[config.mk]
export PLATFORM = sky130hd
export DESIGN_NAME = reg_arb
export DESIGN_NICKNAME = d
export VERILOG_FILES = /design/src/rtl/reg_arb.sv
export SDC_FILE = /design/constraint.sdc
export NUM_CORES = 1
export LEC_CHECK = 0
export ABC_AREA = 1
export CORE_AREA = 2 2 85 87
export CTS_CLUSTER_SIZE = 30
export DETAILED_ROUTE_END_ITERATION = 12
export DIE_AREA = 0 0 87 89
export HOLD_SLACK_MARGIN = 0.08
export SLEW_MARGIN = 20
export SYNTH_ARGS = -nofsm -noshare
export SYNTH_HDL_FRONTEND = slang
export SYNTH_SLANG_ARGS = --single-unit
[constraint.sdc]
create_clock -name clk -period 3.02 [get_ports clk]
set_input_delay 0.453 -clock clk [delete_from_list [all_inputs] [get_ports clk]]
set_output_delay 0.453 -clock clk [all_outputs]
set_load 0.005 [all_outputs]
[src/rtl/reg_arb.sv]
// Two-requester round-robin arbiter in front of a single-cycle register bus.
// Each access takes three cycles: IDLE (arbitrate) -> ACCESS (strobe) -> DONE (ack).
module reg_arb #(
   parameter logic [5:0] MAX_ADDR = 6'h1F
) (
   input  logic       clk,
   input  logic       rst,

   input  logic       m0_req,
   input  logic       m0_we,
   input  logic [5:0] m0_addr,
   input  logic [7:0] m0_wdata,
   output logic       m0_ack,
   output logic       m0_err,
   output logic [7:0] m0_rdata,

   input  logic       m1_req,
   input  logic       m1_we,
   input  logic [5:0] m1_addr,
   input  logic [7:0] m1_wdata,
   output logic       m1_ack,
   output logic       m1_err,
   output logic [7:0] m1_rdata,

   output logic       read,
   output logic       write,
   output logic [5:0] addr,
   output logic [7:0] data_write,
   input  logic [7:0] data_read
);

   typedef enum logic [1:0] {
      IDLE   = 2'd0,
      ACCESS = 2'd1,
      DONE   = 2'd2
   } state_t;

   state_t     state;
   logic       last_grant;
   logic       gnt;
   logic       lat_we;
   logic       lat_legal;
   logic [7:0] m0_hold;
   logic [7:0] m1_hold;

   logic       sel_m1;
   logic       sel_we;
   logic       sel_legal;
   logic [5:0] sel_addr;
   logic [7:0] sel_wdata;

   // m1 wins when it is the only requester, or on a conflict when m0 had the last grant.
   always_comb begin
      sel_m1    = m1_req & (~m0_req | ~last_grant);
      sel_we    = sel_m1 ? m1_we    : m0_we;
      sel_addr  = sel_m1 ? m1_addr  : m0_addr;
      sel_wdata = sel_m1 ? m1_wdata : m0_wdata;
      sel_legal = (sel_addr <= MAX_ADDR);
   end

   // Read data only arrives during DONE, so it is forwarded straight through in
   // that cycle and captured into the hold register at the end of it.
   always_comb begin
      m0_rdata = m0_hold;
      m1_rdata = m1_hold;
      if (state == DONE && !lat_we) begin
         if (gnt) begin
            m1_rdata = lat_legal ? data_read : '0;
         end else begin
            m0_rdata = lat_legal ? data_read : '0;
         end
      end
   end

   always_ff @(posedge clk) begin
      if (rst) begin
         state      <= IDLE;
         last_grant <= 1'b1;
         gnt        <= 1'b0;
         lat_we     <= 1'b0;
         lat_legal  <= 1'b0;
         read       <= 1'b0;
         write      <= 1'b0;
         addr       <= '0;
         data_write <= '0;
         m0_ack     <= 1'b0;
         m1_ack     <= 1'b0;
         m0_err     <= 1'b0;
         m1_err     <= 1'b0;
         m0_hold    <= '0;
         m1_hold    <= '0;
      end else begin
         read       <= 1'b0;
         write      <= 1'b0;
         addr       <= '0;
         data_write <= '0;
         m0_ack     <= 1'b0;
         m1_ack     <= 1'b0;
         m0_err     <= 1'b0;
         m1_err     <= 1'b0;
         unique case (state)
            IDLE: begin
               if (m0_req || m1_req) begin
                  state      <= ACCESS;
                  gnt        <= sel_m1;
                  last_grant <= sel_m1;
                  lat_we     <= sel_we;
                  lat_legal  <= sel_legal;
                  // The strobe registers double as the latched command for ACCESS.
                  if (sel_legal) begin
                     write      <= sel_we;
                     read       <= ~sel_we;
                     addr       <= sel_addr;
                     data_write <= sel_we ? sel_wdata : '0;
                  end
               end
            end
            ACCESS: begin
               state <= DONE;
               if (gnt) begin
                  m1_ack <= 1'b1;
                  m1_err <= ~lat_legal;
               end else begin
                  m0_ack <= 1'b1;
                  m0_err <= ~lat_legal;
               end
            end
            DONE: begin
               state <= IDLE;
               if (!lat_we) begin
                  if (gnt) begin
                     m1_hold <= lat_legal ? data_read : '0;
                  end else begin
                     m0_hold <= lat_legal ? data_read : '0;
                  end
               end
            end
            default: state <= IDLE;
         endcase
      end
   end

endmodule

==> results.sh, run 1 <==
export IMPL_status="complete, no violations"
export IMPL_io_buffer_count=77
export IMPL_drtIter0Drc=37
export IMPL_avgSynthCellArea_um2=7.33
export IMPL_grt_use_total=0.109
export IMPL_path_max_fanout=16
export IMPL_max_freq_mhz=401
export IMPL_avgRoutedWirePerCell_um=10.2
export IMPL_synth_distinct_cells=18
export IMPL_root_buffer="clkbuf_8"
export IMPL_swShare=0.240
export IMPL_drtAntennaViolNets=0
export IMPL_max_cap_violations=0
export IMPL_finalMaxSlewViolations=0
export IMPL_critPathCaptureType="output port"
export IMPL_initial_core_util=0.245
export IMPL_hold_viol=0
export IMPL_grt_max_degree=19
export IMPL_place_congestion=0.739
export IMPL_grt_pass1_vias=1500
export IMPL_layout_drive_gt1_share=0.0828
export IMPL_fin_util=0.381
export IMPL_fin_crit_sh=0.825
export IMPL_synth_edf_count=0
export IMPL_fp_dieArea_mm2=0.00774
export IMPL_finalCriticalPeriod_ns=2.49
export IMPL_gr_total_overflow=0
export IMPL_synthFlopType="dfxtp_1"
export IMPL_cts_buffers_inserted=5
export IMPL_antenna_cells=0
export IMPL_clkPwrFrac=0.307
export IMPL_synth_seq_cells=42
export IMPL_setup_ws_ns=0.529
export IMPL_synth_cells=225
export IMPL_area_growth_pct=55.3
export IMPL_p_leak_nw=1.20
export IMPL_antenna_found_initial=0
export IMPL_required_ns=2.57
export IMPL_fin_hold_ws_ns=0.469
export IMPL_yosysMostFrequentCell="nand2_1"
export IMPL_rsz0062_at_grt="no"
export IMPL_p_comb_frac=0.174
export IMPL_wl_um=3920
export IMPL_htree_num_levels=2
export IMPL_syn_area_mm2=0.00165
export IMPL_cp_data_arrival_time_ns=2.04
export IMPL_hold_buffers=0
export IMPL_layout_nets=345
export IMPL_vias=1533
export IMPL_synthTopCellsByCount="nand2_1, dfxtp_1, nor2_1"
export IMPL_cts_clk_slew_worst_paths_ns=0.08
export IMPL_postCtsSetupBuffers=0
export IMPL_hold_class="reg2reg"
export IMPL_netSwitchingPower_uw=274
export IMPL_ys_seq_area_frac=0.510
export IMPL_grt_pass1_wl_um=6530
export IMPL_clock_latency_ns=0.28
export IMPL_pre_cts_ws_ns=0.776
export IMPL_cts_tree="built"
export IMPL_die_h_um=89
export IMPL_syn_num_nets=267
export IMPL_clock_sinks=42
export IMPL_synth_top_area_frac=0.510
export IMPL_row_count=30
export IMPL_power_density_mw_per_mm2=446
export IMPL_pwr_share_seq=0.519
export IMPL_yosysTopAreaCell="dfxtp_1"
export IMPL_ys_warn_count=0
export IMPL_finalSetupViolCount=0
export IMPL_via_per_inst=4.01
export IMPL_crit_type="reg2out"
export IMPL_core_area_mm2=0.00672
export IMPL_ir_worst_vdd_v=0.000167
export IMPL_firstDrtPassIters=4
export IMPL_ys_top_cells_by_area="dfxtp_1, nand2_1, nor2_1, inv_1, o21ai_2"
export IMPL_async_flop_share=0
export IMPL_die_w_um=87
export IMPL_io_pins=78
export IMPL_dpl_hpwl_um=3020
export IMPL_critPathLaunchType="register"
export IMPL_clock_skew_ns=0.00693
export IMPL_cts_resized=0
export IMPL_drc=0
export IMPL_power_internal_uw=869
export IMPL_ctsLongestPathBuffers=2
export IMPL_setup_tns_ns=0
sequential cells by signal, summed over array words and instances, names as in the netlist:
name	count
data_write	8
lat_legal	1
lat_we	1
m1_hold	8
m1_ack	1
m0_err	1
write	1
m1_err	1
gnt	1
read	1
m0_hold	8
state	2
last_grant	1
addr	6
m0_ack	1
power groups by stage:
stage	Combinational (mW)	Clock, mW	Sequential [mW]
2_1_floorplan	0.0904	0	0.602
3_3_place_gp	0.200	0	0.606
3_5_place_dp	0.201	0	0.607
4_1_cts	0.203	0.376	0.594
5_1_grt	0.224	0.394	0.597
6_report	0.199	0.351	0.593
per-stage QoR:
stage | cells | power [mW] | instance area, um^2
final | 382 | 1.14 | 2560
after detailed placement | 376 | 0.808 | 2480
after global placement | 376 | 0.806 | 2480
after CTS | 382 | 1.17 | 2560
after global routing | 382 | 1.21 | 2560
after floorplan | 225 | 0.692 | 1650
kinds of logic (layout without fill, tap and decap cells):
group,Yosys count,in the layout,share of synthesized area
AND/OR/NAND/NOR,117,117,0.291
buffers and inverters,43,120,0.112
other,1,1,0.00227
AO/OA/AOI/OAI,22,22,0.0850
flip-flops,42,42,0.510
worst max-delay path, cell delays in order, from the launching register on:
cell and delay [ns]:
dfxtp_1 0.34, nor2_1 0.15, nand2_2 0.11, nor2_4 0.40, nand2_1 0.16, o21ai_2 0.11, inv_1 0.05, clkdlybuf4s50_1 0.44
placed cells by master, fill, tap and decap left out:
master	n
clkdlybuf4s50_1	77
nand2_1	62
dfxtp_1	42
nor2_1	39
inv_1	35
o21ai_0	13
o21ai_2	8
clkbuf_8	6
nand3_1	5
or2_2	4
nand2_2	3
nor2_4	2
nor3_1	2
inv_2	1
a21oi_1	1
conb_1	1
buf_4	1
area by class of cell:
| type | count | area [um^2] |
|---|---|---|
| Tap cell | 80 | 100 |
| Sequential cell | 42 | 841 |
| Timing Repair Buffer | 78 | 778 |
| Inverter | 36 | 135 |
| Multi-Input combinational cell | 140 | 624 |
| Fill cell | 715 | 4160 |
| Clock buffer | 6 | 82.6 |
worst paths after layout:
path	cells past startpoint	slack (ns)	endpoint	startpoint
setup reg to reg	7	1.50	data_write[0]	last_grant
hold reg to reg	2	0.47	last_grant	last_grant
hold / removal	2	0.47	last_grant	last_grant
setup / recovery	7	0.53	m1_rdata[2]	state[0]
layer usage:
metal	track usage	wire length, um	vias to the layer above
met1	0.112	1590	660
met5	0	0	-
met3	0.0508	395	4
li1	-	-	815
met4	0.0341	37	0
met2	0.196	1900	54
No activity file was read; power rests on OpenSTA's default activity.
==> run 2, diff against run 1 <==
Clock period 3.02 ns to 2.5 ns, I/O delays scaled along.
==> results.sh, run 2 (synthesis gave the netlist of run 1 again) <==
export IMPL_ctsLongestPathBuffers=2
export IMPL_layout_common_cells="clkdlybuf4s50_1, nand2_1, dfxtp_1, nor2_1, inv_1"
export IMPL_fin_cells=388
export IMPL_cts_tree="built"
export IMPL_antenna_found_initial=0
export IMPL_finalPower_mw=1.40
export IMPL_die_w_um=87
export IMPL_top_regs="data_write (8), m0_hold (8), m1_hold (8)"
export IMPL_antenna_cells=0
export IMPL_grt_pass1_vias=1523
export IMPL_drc=0
export IMPL_crit_type="reg2out"
export IMPL_grt_pass1_wl_um=6530
export IMPL_layout_nets=349
export IMPL_hold_viol=0
export IMPL_critPathCaptureType="output port"
export IMPL_fp_dieArea_mm2=0.00774
export IMPL_fin_crit_sh=0.913
export IMPL_clock_skew_ns=0.00409
export IMPL_path_max_fanout=16
export IMPL_required_ns=2.12
export IMPL_drtAntennaViolNets=0
export IMPL_io_buffer_count=77
export IMPL_cp_data_arrival_time_ns=1.91
export IMPL_dp_cells=377
export IMPL_rsz0062_at_grt="no"
export IMPL_place_congestion=0.724
export IMPL_row_count=30
export IMPL_status="complete, no violations"
export IMPL_p_leak_nw=1.23
export IMPL_cts_buffers_inserted=5
export IMPL_via_per_inst=3.98
export IMPL_final_common_cell="clkdlybuf4s50_1"
export IMPL_finalMaxSlewViolations=0
export IMPL_dpl_hpwl_um=3080
export IMPL_root_buffer="clkbuf_8"
export IMPL_wl_um=3940
export IMPL_ir_worst_vdd_v=0.000202
export IMPL_clock_latency_ns=0.28
export IMPL_layout_drive_gt1_share=0.0974
export IMPL_finalCriticalPeriod_ns=2.28
export IMPL_setup_tns_ns=0
export IMPL_io_pins=78
export IMPL_hold_class="reg2reg"
export IMPL_drtIter0Drc=54
export IMPL_firstDrtPassIters=3
export IMPL_htree_num_levels=2
export IMPL_fin_hold_ws_ns=0.472
export IMPL_grt_use_total=0.108
export IMPL_avgRoutedWirePerCell_um=10.1
export IMPL_core_area_mm2=0.00672
export IMPL_grt_max_degree=18
export IMPL_gr_total_overflow=0
export IMPL_cts_resized=0
export IMPL_finalSetupViolCount=0
export IMPL_power_density_mw_per_mm2=536
export IMPL_vias=1546
export IMPL_die_h_um=89
export IMPL_critPathLaunchType="register"
export IMPL_area_growth_pct=58.4
export IMPL_cts_clk_slew_worst_paths_ns=0.08
export IMPL_max_freq_mhz=438
export IMPL_initial_core_util=0.245
export IMPL_max_cap_violations=0
export IMPL_clock_sinks=42
-- run 2: cell count changes in the layout (fill, tap and decap cells not counted) --
cell | before | now
buf_4 | 1 | 4
clkinv_2 | 0 | 1
buf_12 | 0 | 1
clkbuf_1 | 0 | 1
-- run 2: final cells by class --
type	instances	area (um^2)
Tap cell	80	100
Sequential cell	42	841
Multi-Input combinational cell	140	624
Clock buffer	7	86.3
Timing Repair Buffer	82	821
Inverter	36	135
Clock inverter	1	5.00
Fill cell	727	4110
-- run 2: critical path: stages, from the launching register on --
cell and delay (ns):
dfxtp_1 0.34, nor2_1 0.14, nand2_2 0.11, nor2_4 0.29
o21ai_0 0.16, inv_1 0.09, clkdlybuf4s50_1 0.50
-- run 2: stage by stage --
stage               setup slack, ns   util  instance area (um^2)
detailed placement            0.406  0.370                  2490
global placement              0.407  0.370                  2490
CTS                          0.0789  0.384                  2580
floorplan                      1.11      -                  1650
global route                 0.0521  0.389                  2610
finish                        0.218  0.389                  2610
-- run 2: report_power, final --
part,leakage (nW),switching [mW],internal (mW)
Combinational,0.838,0.103,0.141
Sequential,0.342,0.0176,0.699
Clock,0.0482,0.216,0.223
Total,1.23,0.336,1.06
-- run 2: repair_timing --
item | CTS | global route
hold buffers | 0 | 0
endpoints found under the setup margin | 0 | 4
setup buffers | 0 | 3
-- run 2: worst paths after layout --
check / from / to / slack, ns / depth (start not counted)
setup / recovery: state[0] / m0_rdata[5] / 0.22 / 6
hold / removal: last_grant / last_grant / 0.47 / 2
setup reg to reg: last_grant / addr[3] / 1.17 / 6
hold reg to reg: last_grant / last_grant / 0.47 / 2
-- run 2: layer usage --
metal,part of all wire,vias up,global-route usage
li1,-,829,-
met1,0.40,658,0.114
met2,0.49,54,0.192
met3,0.10,5,0.0489
met4,0.0091,0,0.0341
met5,0,-,0
